$ cat config.mk
export PLATFORM = sky130hd
export DESIGN_NAME = ifcfg_loader
export DESIGN_NICKNAME = d
export VERILOG_FILES = /design/src/rtl/ifcfg_loader.sv
export SDC_FILE = /design/constraint.sdc
export NUM_CORES = 1
export LEC_CHECK = 0
export BUFFER_PORTS_ARGS = -buffer_cell sky130_fd_sc_hd__buf_2
export CAP_MARGIN = 20
export CORE_UTILIZATION = 40
export DETAILED_ROUTE_END_ITERATION = 7
export PLACE_DENSITY = 0.72
export RECOVER_POWER = 100
export SLEW_MARGIN = 20
export SYNTH_ARGS = -nofsm -noshare
export SYNTH_HDL_FRONTEND = slang
export SYNTH_SLANG_ARGS = --single-unit
$ cat constraint.sdc
create_clock -name clk -period 2.5 [get_ports clk]
set_input_delay 0.25 -clock clk [delete_from_list [all_inputs] [get_ports clk]]
set_output_delay 0.25 -clock clk [all_outputs]
set_load 0.03 [all_outputs]
$ cat src/rtl/ifcfg_loader.sv
// ifcfg_loader
//   Responder side of the CCU configuration handshake. When the CCU raises
//   CFG_Req, the loader pulls CFG_WORDS words from the off-chip IF stream,
//   stores them in configuration registers, and reports completion.
//   The packed configuration drives the PE array and the GBF control.
//
// Ports
//   clk, rst_n     clock and asynchronous active-low reset
//   CFG_Req        CCU level request; high while the CCU is in CFG
//   IF_Dat         configuration word from the off-chip IF
//   IF_DatVal      IF_Dat is valid
//   IFCFG_Rdy      ready; a word is accepted on IF_DatVal && IFCFG_Rdy
//   IFCFG_RdDone   one-cycle pulse once all CFG_WORDS words are loaded
//   IFCFG_Val      configuration registers hold a complete configuration
//   IFCFG_Cnt      number of words accepted in the current load
//   CFG_Bus        packed configuration; word i at [i*DATA_WIDTH +: DATA_WIDTH]
module ifcfg_loader #(
  parameter int DATA_WIDTH = 32,
  parameter int CFG_WORDS  = 8,
  parameter int CNT_WIDTH  = 3
) (
  input  logic                            clk,
  input  logic                            rst_n,
  input  logic                            CFG_Req,
  input  logic [DATA_WIDTH-1:0]           IF_Dat,
  input  logic                            IF_DatVal,
  output logic                            IFCFG_Rdy,
  output logic                            IFCFG_RdDone,
  output logic                            IFCFG_Val,
  output logic [CNT_WIDTH-1:0]            IFCFG_Cnt,
  output logic [CFG_WORDS*DATA_WIDTH-1:0] CFG_Bus
);

  typedef enum logic [1:0] {
    IDLE    = 2'd0,
    LOAD    = 2'd1,
    DONE    = 2'd2,
    WAITLOW = 2'd3
  } state_t;

  localparam logic [CNT_WIDTH-1:0] LAST_IDX = CNT_WIDTH'(CFG_WORDS - 1);

  state_t                r_state;
  state_t                w_nxt;
  logic                  w_rdy;
  logic                  w_hs;      // accepted word this cycle
  logic                  w_start;   // IDLE -> LOAD
  logic                  w_abort;   // request dropped mid-load
  logic [CNT_WIDTH-1:0]  r_cnt;
  logic                  r_val;
  logic                  r_rddone;

  // ---------------------------------------------------------------------------
  // Next-state / decoded outputs
  // ---------------------------------------------------------------------------
  always_comb begin
    w_nxt   = r_state;
    w_rdy   = 1'b0;
    w_hs    = 1'b0;
    w_start = 1'b0;
    w_abort = 1'b0;
    case (r_state)
      IDLE: begin
        if (CFG_Req) begin
          w_start = 1'b1;
          w_nxt   = LOAD;
        end
      end
      LOAD: begin
        w_rdy = 1'b1;
        // A dropped request wins over a same-cycle word; that word is lost.
        if (!CFG_Req) begin
          w_abort = 1'b1;
          w_nxt   = IDLE;
        end else if (IF_DatVal) begin
          w_hs = 1'b1;
          if (r_cnt == LAST_IDX) w_nxt = DONE;
        end
      end
      DONE:    w_nxt = WAITLOW;
      // Holding the request here keeps a finished config from being reloaded;
      // the CCU must drop and re-raise CFG_Req to start over.
      WAITLOW: if (!CFG_Req) w_nxt = IDLE;
      default: w_nxt = IDLE;
    endcase
  end

  assign IFCFG_Rdy = w_rdy;

  // ---------------------------------------------------------------------------
  // State and control registers
  // ---------------------------------------------------------------------------
  always_ff @(posedge clk or negedge rst_n) begin
    if (!rst_n) begin
      r_state  <= IDLE;
      r_cnt    <= '0;
      r_val    <= 1'b0;
      r_rddone <= 1'b0;
    end else begin
      r_state  <= w_nxt;
      // Pulse is high exactly for the single DONE cycle.
      r_rddone <= (w_nxt == DONE);

      if (w_start || w_abort)
        r_cnt <= '0;
      else if (w_hs)
        r_cnt <= (r_cnt == LAST_IDX) ? '0 : r_cnt + CNT_WIDTH'(1);

      // Val holds through WAITLOW and IDLE until the next load begins.
      if (w_start)
        r_val <= 1'b0;
      else if (r_state == DONE)
        r_val <= 1'b1;
    end
  end

  assign IFCFG_Cnt    = r_cnt;
  assign IFCFG_Val    = r_val;
  assign IFCFG_RdDone = r_rddone;

  // ---------------------------------------------------------------------------
  // Configuration word registers; only written on LOAD handshakes so the bus
  // is stable whenever IFCFG_Val is set.
  // ---------------------------------------------------------------------------
  for (genvar gi = 0; gi < CFG_WORDS; gi++) begin : g_word
    logic [DATA_WIDTH-1:0] r_word;
    always_ff @(posedge clk or negedge rst_n) begin
      if (!rst_n)
        r_word <= '0;
      else if (w_hs && (r_cnt == CNT_WIDTH'(gi)))
        r_word <= IF_Dat;
    end
    assign CFG_Bus[gi*DATA_WIDTH +: DATA_WIDTH] = r_word;
  end

endmodule

==> impl_metrics.ini <==
[placed_design]
dp.cells = 1210
place.gp.congestion = 0.747
dp_hpwl_um = 16300
port_buffers = 297
preCtsSetupSlack_ns = 0.572
placed_cell_area_um2 = 12100

[sta]
slew_viol_final = 0
finalWorstSetupSlack_ns = 0.384
worst_slew_pin_slew_ns = 1.22
setup-tns-final_ns = 0
fin_skew_ns = 0.0164
fmax_ghz = 0.473
period_minus_slack_ns = 2.12
slew_headroom = 0.184
fin_crit_sh = 0.846
fin_hold_ws_ns = 0.0386
hold_viol = 0
setup_viol = 0
rsz0062_at_grt = no

[status]
outcome = finished clean

[clock_tree]
path_clk_slew_ns = 0.06
cts_tree = yes
max-clock-path-buffers = 3
clk_latency_ns = 0.54
h-tree-depth = 1
root_buffer = clkbuf_16
clock_sinks = 263
cts_buffers = 28
cts_resized = 0

[setup_path]
start_kind = register
endpoint_kind = register
critical_path_class = reg2reg
cp_num_cells = 6
path_cells = inv_1 > ha_1 > nand2b_1 > nor4b_4 > clkbuf_4 > mux2_2
slowest_delay_ns = 0.55
reg2regPathDepth = 6
slowest_stage = clkbuf_4
worst-path-max-fanout = 32
path_buf_inv = 2
critPathArrivalTime_ns = 2.53
critical_path.top_delay_family = buffers and inverters
required_ns = 2.91

[grt]
grt_pass1_wl_um = 38100
antenna_found_initial = 0
grt_pass1_vias = 6414
grt_use_total = 0.187
grt_max_degree = 86
gr-total-overflow = 0

[finish]
final_common_cell = clkbuf_1
final_cells = 1262
stdcell_area_um2 = 12500
synthToLayoutAreaGrowth_pct = 22.6
multi_input_area_um2 = 3210
post-route-util = 0.499
nets = 953
antenna_cells = 0
drive_gt1_frac = 0.317
mostFrequentLayoutCells = 268 x clkbuf_1, 263 x dfrtp_1, 183 x mux2_2
seq_area_um2 = 6580
fillerInstances = 2318

[routing]
firstDrtPassIters = 4
drc_errors = 0
vias_per_cell = 4.88
drtIter0Drc = 287
wire_per_inst_um = 19.5
via_count = 6156
wl_um = 24600
antenna_left = 0

[synthesis]
syn_area_um2 = 10200
ys_warn_count = 0
async_reset_ff_frac = 1.00
synth_cell_types = 28
synth_edf_count = 0
syn_area_per_cell_um2 = 17.2
seq_area_frac_synth = 0.644
yosys_most_used_dff = dfrtp_1
synth_nets = 635
ys_seq_elements = 263
synth_cells = 593

[die]
fp.dieW_um = 162
initial_utilization = 0.407
core_area_um2 = 25100
die_area_um2 = 26200
rows = 58
dieHeight_um = 162
ios = 298

[hold_path]
hold_depth = 2
min_path_type = in2reg

[pwr]
peakVddDrop_v = 0.000580
power.density_nw_per_um2 = 849
finalPower_mw = 10.6
p_leak_nw = 6.17

[flow_run]
drv_cap = 0
==> what timing repair did <==
action / 4_1_cts / 5_1_grt
setup buffers: 0 / 0
hold buffers: 1 / 0
endpoints found under the hold margin: 79 / 0
==> per-layer routing <==
layer,global-route usage,vias to the layer above,part of all wire,routed length (µm)
li1,-,2744,-,-
met1,0.247,3138,0.44,10700
met2,0.302,235,0.46,11300
met3,0.0575,39,0.081,1980
met4,0.0442,0,0.021,522
met5,0,-,0,0
==> sequential cells by signal (all words and copies together), names as in the netlist <==
| register | count |
|---|---|
| IFCFG_RdDone | 1 |
| IFCFG_Cnt | 3 |
| r_state | 2 |
| IFCFG_Val | 1 |
| g_word.r_word | 256 |
==> synthesized netlist by cell type (3+ instances only) <==
library cell  count  share of area
nand2_1           4         0.0015
nor3_2            3         0.0029
dfrtp_1         263           0.64
buf_2             8         0.0039
buf_6            11          0.012
mux2_1           25          0.028
ha_1              6         0.0074
mux2_2          183           0.20
o21ai_0           4         0.0020
buf_4            10         0.0074
mux2_4           48          0.071
inv_1             6         0.0022
==> worst paths after layout <==
check                                     startpoint              endpoint  slack (ns)
worst max-delay path                    IFCFG_Cnt[0]  g_word[0].r_word[13]        0.38
worst min-delay path                       IF_Dat[6]   g_word[0].r_word[6]        0.04
worst max register to register          IFCFG_Cnt[0]  g_word[0].r_word[13]        0.38
worst min register to register  g_word[0].r_word[27]  g_word[0].r_word[27]        0.48
max in group asynchronous                      rst_n  g_word[6].r_word[13]        0.59
min in group asynchronous                      rst_n  g_word[3].r_word[31]        0.56
==> power by group <==
group	switching [mW]	internal, mW	total (mW)
Combinational	1.19	0.422	1.61
Clock	1.66	2.57	4.23
Sequential	0.183	4.61	4.80
Total	3.04	7.60	10.6
==> cell type report <==
cell class              count  area share
multi-input cells         294       0.256
clock inverters            14      0.0121
well taps                 330      0.0330
inverters                   7     0.00210
flip-flops and latches    263       0.525
repair buffers            317       0.107
clock buffers              37      0.0643
==> cells by family (layout without fill, tap and decap cells) <==
kind of cell | count (synthesis) | count (layout) | share of synthesized area
DFF | 263 | 263 | 0.644
muxes | 256 | 256 | 0.300
buffers and inverters | 36 | 375 | 0.0260
and+or+nand+nor | 21 | 21 | 0.0152
AOI/OAI and AO/OA | 11 | 11 | 0.00723
adders and majority gates | 6 | 6 | 0.00735
==> worst register-to-register path, stage by stage (launching register included) <==
cell	delay, ns
dfrtp_1	0.43
inv_1	0.13
ha_1	0.15
nand2b_1	0.11
nor4b_4	0.21
clkbuf_4	0.55
mux2_2	0.42
No activity file was read; power rests on OpenSTA's default activity.
